[config.mk]
export PLATFORM = sky130hd
export DESIGN_NAME = game_life_ctrl
export DESIGN_NICKNAME = d
export VERILOG_FILES = /design/src/rtl/game_life_ctrl.sv
export SDC_FILE = /design/constraint.sdc
export NUM_CORES = 1
export LEC_CHECK = 0
export ABC_AREA = 0
export BUFFER_PORTS_ARGS = -buffer_cell sky130_fd_sc_hd__buf_2
export CELL_PAD_IN_SITES_DETAIL_PLACEMENT = 0
export CELL_PAD_IN_SITES_GLOBAL_PLACEMENT = 1
export CORE_ASPECT_RATIO = 0.5
export CORE_MARGIN = 10
export CORE_UTILIZATION = 49
export CTS_CLUSTER_DIAMETER = 200
export DETAILED_ROUTE_END_ITERATION = 10
export GPL_TIMING_DRIVEN = 0
export PLACE_DENSITY = 0.93
export SLEW_MARGIN = 0
export SYNTH_ARGS = -nofsm -noshare
export SYNTH_HDL_FRONTEND = slang
export SYNTH_SLANG_ARGS = --single-unit
[constraint.sdc]
create_clock -name clk_25Hz -period 5.2 [get_ports clk_25Hz]
set_input_delay 1.56 -clock clk_25Hz [delete_from_list [all_inputs] [get_ports clk_25Hz]]
set_output_delay 1.56 -clock clk_25Hz [all_outputs]
set_load 0.02 [all_outputs]
[src/rtl/game_life_ctrl.sv]
// Game-state controller for the sprite renderer. It tracks character visibility,
// robot lives, score and the missile fire/flight/cooldown cycle. Collision events
// and the fire button act only on their rising edges. All timers count game ticks.
//
// Handshake note: this block has no valid/ready channels. Every output is a
// registered level. A collision edge seen at clock edge t shows up in the outputs
// right after edge t.
module game_life_ctrl #(
    parameter int RESPAWN_TICKS  = 32,
    parameter int FLY_TICKS      = 40,
    parameter int COOLDOWN_TICKS = 16,
    parameter int INVULN_TICKS   = 24,
    parameter int LIVES          = 3
) (
    input  logic       clk_25Hz,
    input  logic       rst,
    input  logic       tick,
    input  logic       start,
    input  logic       fire,
    input  logic [3:0] Event,
    output logic       d_valid,
    output logic       d1_valid,
    output logic       d2_valid,
    output logic       r_valid,
    output logic       m_valid,
    output logic [1:0] lives,
    output logic [7:0] score,
    output logic [1:0] game_state,
    output logic       fire_ready
);

    typedef enum logic [1:0] {G_IDLE = 2'd0, G_PLAY = 2'd1, G_HIT = 2'd2, G_OVER = 2'd3} game_t;
    typedef enum logic [1:0] {M_READY = 2'd0, M_FLY = 2'd1, M_COOL = 2'd2} missile_t;

    game_t           g_q, g_d;
    missile_t        m_q, m_d;
    logic [3:0]      event_q;
    logic            fire_q;
    logic [2:0]      dv_q, dv_d;          // {d, d1, d2}
    logic            rv_q, rv_d;
    logic            mv_q, mv_d;
    logic [1:0]      lives_q, lives_d;
    logic [7:0]      score_q, score_d;
    logic [2:0][7:0] resp_q, resp_d;      // index 2 = d, 1 = d1, 0 = d2
    logic [7:0]      inv_q, inv_d;
    logic [7:0]      mcnt_q, mcnt_d;

    logic [3:0] ev_new;
    logic       fire_pe;
    logic       active;
    logic [2:0] kill;
    logic       missile_kill;
    logic [1:0] kill_cnt;
    logic [8:0] score_sum;
    logic       start_game;
    logic       robot_hit;
    logic       go_over;

    assign ev_new       = Event & ~event_q;
    assign fire_pe      = fire & ~fire_q;
    assign active       = (g_q == G_PLAY) || (g_q == G_HIT);
    assign kill         = ev_new[3:1] & dv_q & {3{active}};
    // A dragon hit in the same cycle as a robot collision was rammed, not shot.
    assign missile_kill = (|kill) && !ev_new[0];
    assign kill_cnt     = {1'b0, kill[0]} + {1'b0, kill[1]} + {1'b0, kill[2]};
    assign score_sum    = {1'b0, score_q} + {7'b0, kill_cnt};
    assign start_game   = start && ((g_q == G_IDLE) || (g_q == G_OVER));
    assign robot_hit    = (g_q == G_PLAY) && ev_new[0];
    assign go_over      = robot_hit && (lives_q == 2'd1);

    // Game FSM next state plus lives, score and dragon respawn bookkeeping
    always_comb begin
        g_d     = g_q;
        dv_d    = dv_q;
        rv_d    = rv_q;
        lives_d = lives_q;
        score_d = score_q;
        resp_d  = resp_q;
        inv_d   = inv_q;
        if (active) begin
            for (int i = 0; i < 3; i++) begin
                if (kill[i]) begin
                    // A kill beats a respawn expiry in the same cycle.
                    dv_d[i]   = 1'b0;
                    resp_d[i] = 8'(RESPAWN_TICKS);
                end else if (tick && resp_q[i] != 8'd0) begin
                    resp_d[i] = resp_q[i] - 8'd1;
                    if (resp_q[i] == 8'd1) dv_d[i] = 1'b1;
                end
            end
            if (missile_kill) score_d = score_sum[8] ? 8'hff : score_sum[7:0];
        end
        case (g_q)
            G_PLAY: begin
                if (robot_hit) begin
                    lives_d = lives_q - 2'd1;
                    if (go_over) begin
                        g_d  = G_OVER;
                        dv_d = 3'b000;
                        rv_d = 1'b0;
                    end else begin
                        g_d   = G_HIT;
                        inv_d = 8'(INVULN_TICKS);
                    end
                end
            end
            G_HIT: begin
                if (tick && inv_q != 8'd0) begin
                    inv_d = inv_q - 8'd1;
                    if (inv_q == 8'd1) g_d = G_PLAY;
                end
            end
            default: begin
                if (start_game) begin
                    g_d     = G_PLAY;
                    lives_d = 2'(LIVES);
                    score_d = 8'd0;
                    dv_d    = 3'b111;
                    rv_d    = 1'b1;
                    resp_d  = '0;
                    inv_d   = 8'd0;
                end
            end
        endcase
    end

    // Missile FSM next state; forced back to READY on game start and game over
    always_comb begin
        m_d    = m_q;
        mv_d   = mv_q;
        mcnt_d = mcnt_q;
        if (start_game || go_over) begin
            m_d    = M_READY;
            mv_d   = 1'b0;
            mcnt_d = 8'd0;
        end else if (active) begin
            case (m_q)
                M_READY: begin
                    if (fire_pe) begin
                        m_d    = M_FLY;
                        mv_d   = 1'b1;
                        mcnt_d = 8'(FLY_TICKS);
                    end
                end
                M_FLY: begin
                    // Kill and flight expiry together still make one transition.
                    if (missile_kill || (tick && mcnt_q <= 8'd1)) begin
                        m_d    = M_COOL;
                        mv_d   = 1'b0;
                        mcnt_d = 8'(COOLDOWN_TICKS);
                    end else if (tick) begin
                        mcnt_d = mcnt_q - 8'd1;
                    end
                end
                default: begin
                    if (tick) begin
                        if (mcnt_q <= 8'd1) begin
                            m_d    = M_READY;
                            mcnt_d = 8'd0;
                        end else begin
                            mcnt_d = mcnt_q - 8'd1;
                        end
                    end
                end
            endcase
        end
    end

    // State and edge registers with synchronous reset
    always_ff @(posedge clk_25Hz) begin
        if (rst) begin
            g_q     <= G_IDLE;
            m_q     <= M_READY;
            event_q <= 4'd0;
            fire_q  <= 1'b0;
            dv_q    <= 3'b000;
            rv_q    <= 1'b0;
            mv_q    <= 1'b0;
            lives_q <= 2'd0;
            score_q <= 8'd0;
            resp_q  <= '0;
            inv_q   <= 8'd0;
            mcnt_q  <= 8'd0;
        end else begin
            g_q     <= g_d;
            m_q     <= m_d;
            event_q <= Event;
            fire_q  <= fire;
            dv_q    <= dv_d;
            rv_q    <= rv_d;
            mv_q    <= mv_d;
            lives_q <= lives_d;
            score_q <= score_d;
            resp_q  <= resp_d;
            inv_q   <= inv_d;
            mcnt_q  <= mcnt_d;
        end
    end

    assign d_valid    = dv_q[2];
    assign d1_valid   = dv_q[1];
    assign d2_valid   = dv_q[0];
    assign r_valid    = rv_q;
    assign m_valid    = mv_q;
    assign lives      = lives_q;
    assign score      = score_q;
    assign game_state = g_q;
    assign fire_ready = (m_q == M_READY);

endmodule
# Word-level counts from Yosys, hierarchy flattened
# Cells that the tools add are included.
# totals
word_cells,143
register_bits,64
# classes
n_reduce_logical,35
mux,60
bitwise_logic,7
n_lt_le_gt_ge,1
eq_ne,17
n_addsub,9
# ops
op,count
two-way mux 8 bit,20
two-way mux 24 bit,3
"subtractor 8 x 1 -> 8 bit, second input constant",5
"== test 8 x 1 -> 1 bit, second input constant",4
case mux 8 bit (2 select lines),2
nonzero test 8 bit,4
two-way mux 2 bit,10
AND reduction 4 bit,5
two-way mux 1 bit,15
two-way mux 3 bit,4
case mux 2 bit (2 select lines),3
adder 8 x 2 -> 9 bit,1
logical AND 1 bit,9
nonzero test 3 bit,3
"less-or-equal comparator 8 x 1 -> 1 bit, second input constant",1
"!= test 2 bit, second input constant",4
AND 3 bit,2
"== test 2 x 1 -> 1 bit, second input constant",3
"!= test 2 x 1 -> 1 bit, second input constant",3
case mux 3 bit (2 select lines),1
AND reduction 5 bit,1
AND 4 bit,1
"== test 2 bit, second input constant",2
logical NOT 2 bit,2
14 further kinds,21

# Logic depth before layout (Yosys ltp)
# depth
word_depth,12
ltp_mapped,13
mapped_depth_nobuf,12

# Worst setup path before layout
# Ideal clock, no wire load.
# synth_timing
path_kind,input to register
from,in Event[1]
to,"reg score_q[4], in the netlist score[4]"
slack_ns,1.673
stages,11
arrival_ns,3.390
cell_sequence,nand4bb_1 buf_2 xnor2_1 ha_1 ha_1 fa_1 and4_1 nand4_1 nand3b_1 mux2i_1 a211oi_1
# synth_via
elab_chain_cells,11
elab_cells_between_ends,13
classes_between,3 x add/sub; 5 x mux; 3 x bitwise; 2 x reduce/logical
# synth_rtl
item,line,source
from (decl),20,"input logic [3:0] Event,"
AND 4 bit *,59,assign ev_new = Event & ~event_q;
AND 3 bit * (2 in a row),62,assign kill = ev_new[3:1] & dv_q & {3{active}};
adder 1 x 1 -> 2 bit,65,"assign kill_cnt = {1'b0, kill[0]} + {1'b0, kill[1]} + {1'b0, kill[2]};"
adder 2 x 1 -> 2 bit,65,
adder 8 x 2 -> 9 bit,66,"assign score_sum = {1'b0, score_q} + {7'b0, kill_cnt};"
two-way mux 8 bit,91,if (missile_kill) score_d = score_sum[8] ? 8'hff : score_sum[7:0];
two-way mux 8 bit *,91,
two-way mux 8 bit *,80,if (active) begin
two-way mux 8 bit,114,if (start_game) begin
two-way mux 8 bit *,93,case (g_q)
to (signal assigned),193,score_q <= score_d;
to (decl),43,"logic [7:0] score_q, score_d;"
# Mark *: on every way between the ends. The rest lies on a longest branch, timed or not.
# A chain may end at the register's enable or synchronous reset.

# Final worst setup path
# layout_timing
from,in Event[3]
to,"reg score_q[2], in the netlist score[2]"
# layout_via
elab_chain_cells,10
elab_cells_between_ends,12
classes_between,2 x add/sub; 5 x mux; 3 x bitwise; 2 x reduce/logical
# layout_rtl
item,line
AND 4 bit *,59
AND 3 bit * (2 in a row),62
adder 2 x 1 -> 2 bit,65
adder 8 x 2 -> 9 bit,66
two-way mux 8 bit,91
two-way mux 8 bit *,91
two-way mux 8 bit *,80
two-way mux 8 bit,114
two-way mux 8 bit *,93
# Marked as above.

==> impl_metrics.env <==
export IMPL_nets=483
export IMPL_wl_per_cell_um=15.1
export IMPL_status="complete, no violations"
export IMPL_die_y_um=79.9
export IMPL_cts_made_buffers=9
export IMPL_rsz0062_at_grt="false"
export IMPL_yosysUniqueCellTypes=63
export IMPL_cp_max_fo=6
export IMPL_ctsHoldBuffers=0
export IMPL_drv_cap=0
export IMPL_antenna_found_initial=0
export IMPL_tns_ns=0
export IMPL_cts_sinks=64
export IMPL_initial_core_util=0.515
export IMPL_worst_ep_required_time_ns=5.41
export IMPL_fp_row_count=21
export IMPL_core_area_um2=6830
export IMPL_drcViolationCount=0
export IMPL_drt_iter0_drc=185
export IMPL_cts_resized=0
export IMPL_p_leak_nw=1.62
export IMPL_grt_usage=0.153
export IMPL_critPathCaptureType="flip-flop"
export IMPL_final_cell_mix="64 x dfxtp_1, 50 x nor2_1, 37 x a21oi_1"
export IMPL_htreeDepth=3
export IMPL_startpoint_type="primary input"
export IMPL_die_area_um2=11200
export IMPL_ys_warn_count=0
export IMPL_clk_pin_slew_ns=0.05
export IMPL_synth_seq_cells=64
export IMPL_synth_cells=420
export IMPL_overflow=0
export IMPL_n_antenna_cell=0
export IMPL_worst_pin_slew_ns=0.607
export IMPL_ys_seq_area_frac=0.364
export IMPL_wl_um=8360
export IMPL_detail_route_antenna_nets=0
export IMPL_slew_viol_final=0
export IMPL_grt_pass1_wl_um=14200
export IMPL_io_buffers=26
export IMPL_dr_total_vias=3125
export IMPL_avgSynthCellArea_um2=8.37
export IMPL_critPathKind="primary input to flip-flop"
export IMPL_period_minus_slack_ns=3.57
export IMPL_async_flop_share=0
export IMPL_drive_gt1_frac=0.130
export IMPL_cts_root_buffer="clkbuf_16"
export IMPL_whs_endpoint="inv_q[1]"
export IMPL_hold_path_class="flip-flop to flip-flop"
export IMPL_skew_ns=0.00835
export IMPL_vias_per_cell=5.64
export IMPL_fp_dieW_um=140
export IMPL_design_area_um2=4080
export IMPL_timing_fmax_ghz=0.280
export IMPL_dr_pass1_iters=4
export IMPL_clock_latency_ns=0.34
export IMPL_r2r_end="score[2]"
export IMPL_final_common_cell="dfxtp_1"
export IMPL_cts_max_path_buffers=2
export IMPL_gp_congestion=0.845
export IMPL_power_density_nw_per_um2=443
export IMPL_reg2reg_depth=12
export IMPL_grt_pass1_vias=2901
export IMPL_grt_max_degree=12
export IMPL_dp_hpwl_um=6040
export IMPL_min_path_cells=2
export IMPL_synth_edf_count=0
export IMPL_syn_area_um2=3520
export IMPL_min_period_over_period=0.687
export IMPL_ys_dominant_reg_cell="dfxtp_1"
export IMPL_r2r_start="game_state[0]"
export IMPL_cts_setup_buffers=0
export IMPL_ir_drop_v=0.000202
export IMPL_io_pins=27
export IMPL_cts_tree="done"
export IMPL_area_delta_synth_final_pct=16.2
export IMPL_cp_arrival_ns=3.78
export IMPL_hold_viol_final=0
export IMPL_placed_area_um2=3760
export IMPL_reg2reg_slack_ns=1.93
export IMPL_slew_headroom=0.595
export IMPL_setup_violations=0
export IMPL_min_delay_start="inv_q[1]"
export IMPL_syn_nets=446
## area by class of cell
class / count / area, um2
fillers: 649 / 2750
multi-input cells: 323 / 2100
flip-flops and latches: 64 / 1280
clock buffers: 11 / 243
repair buffers: 26 / 130
well taps: 92 / 115
inverters: 22 / 82.6
clock inverters: 5 / 80.1
plain buffers: 11 / 47.5
## sequential cells by signal, summed over array words and instances, names as in the netlist, 2 cells and up
signal and cells:
lives 2, inv_q 8, game_state 2, resp_q 24, score 8, dv_q 3
event_q 4, mcnt_q 8, m_q 2
## cell families after synthesis
| kind of cell | Yosys count | share of synthesized area |
|---|---|---|
| xor gates and xnor gates | 23 | 0.0573 |
| adders and majority gates | 17 | 0.0626 |
| and+or+nand+nor | 177 | 0.270 |
| muxes | 2 | 0.00569 |
| AOI/OAI and AO/OA | 104 | 0.203 |
| DFF | 64 | 0.364 |
| buffers and inverters | 33 | 0.0370 |
## synth_stat cells (all sizes together), types with 3 or more instances
library cell	instances	area [um2]
dfxtp	64	1280
nor2	50	188
a21oi	37	185
nand2	34	128
inv	22	82.6
o21ai	17	88.8
ha	16	200
nor3	15	75.1
or3	13	87.6
xor2	12	105
xnor2	11	96.3
nand2b	10	62.6
nand3	10	50.1
nor4	9	68.8
buf	7	32.5
nor2b	7	43.8
a21o	6	45.0
a31oi	5	31.3
nand3b	5	37.5
o211ai	5	37.5
a211oi	4	30.0
clkbuf	4	15.0
o22ai	4	25.0
o31ai	4	43.8
a311oi	3	26.3
nand4	3	18.8
nand4bb	3	33.8
nor3b	3	22.5
or4	3	30.0
or4b	3	30.0
## power by group
| part | internal, mW | switching (mW) |
|---|---|---|
| Clock | 0.431 | 0.220 |
| Combinational | 0.207 | 0.360 |
| Sequential | 0.541 | 0.0483 |
## worst max-delay path: stages
cell       delay [ns]
buf_2            0.09
nand4bb_1        0.24
inv_1            0.25
ha_1             0.26
ha_1             0.21
fa_1             0.44
and4_1           0.21
nand4_1          0.21
a21oi_1          0.10
a31oi_1          0.16
nor2_1           0.05
## metrics by stage
step	setup WS [ns]	hold slack [ns]	total power, mW	util	instances
floorplan	1.67	0.445	1.01	-	420
global placement	1.33	0.459	1.16	0.551	538
detailed placement	1.32	0.469	1.16	0.551	538
CTS	1.66	0.476	1.82	0.598	554
global route	1.45	0.512	1.92	0.598	554
finish	1.63	0.475	1.81	0.598	554
## routing by layer
metal,routed length [um],global-route usage
met1,4080,0.196
met4,61,0.0523
met2,3770,0.239
met5,0,0
met3,451,0.0457
## worst max path at each step
stage               startpoint  endpoint  slack (ns)  cells past startpoint
floorplan             Event[1]  score[4]        1.67                     11
global placement      Event[3]  score[4]        1.33                     11
detailed placement    Event[3]  score[4]        1.32                     11
CTS                   Event[3]  score[2]        1.66                     11
global route          Event[3]  score[2]        1.45                     11
finish                Event[3]  score[2]        1.63                     11
Power figures use the tool's default switching activity.
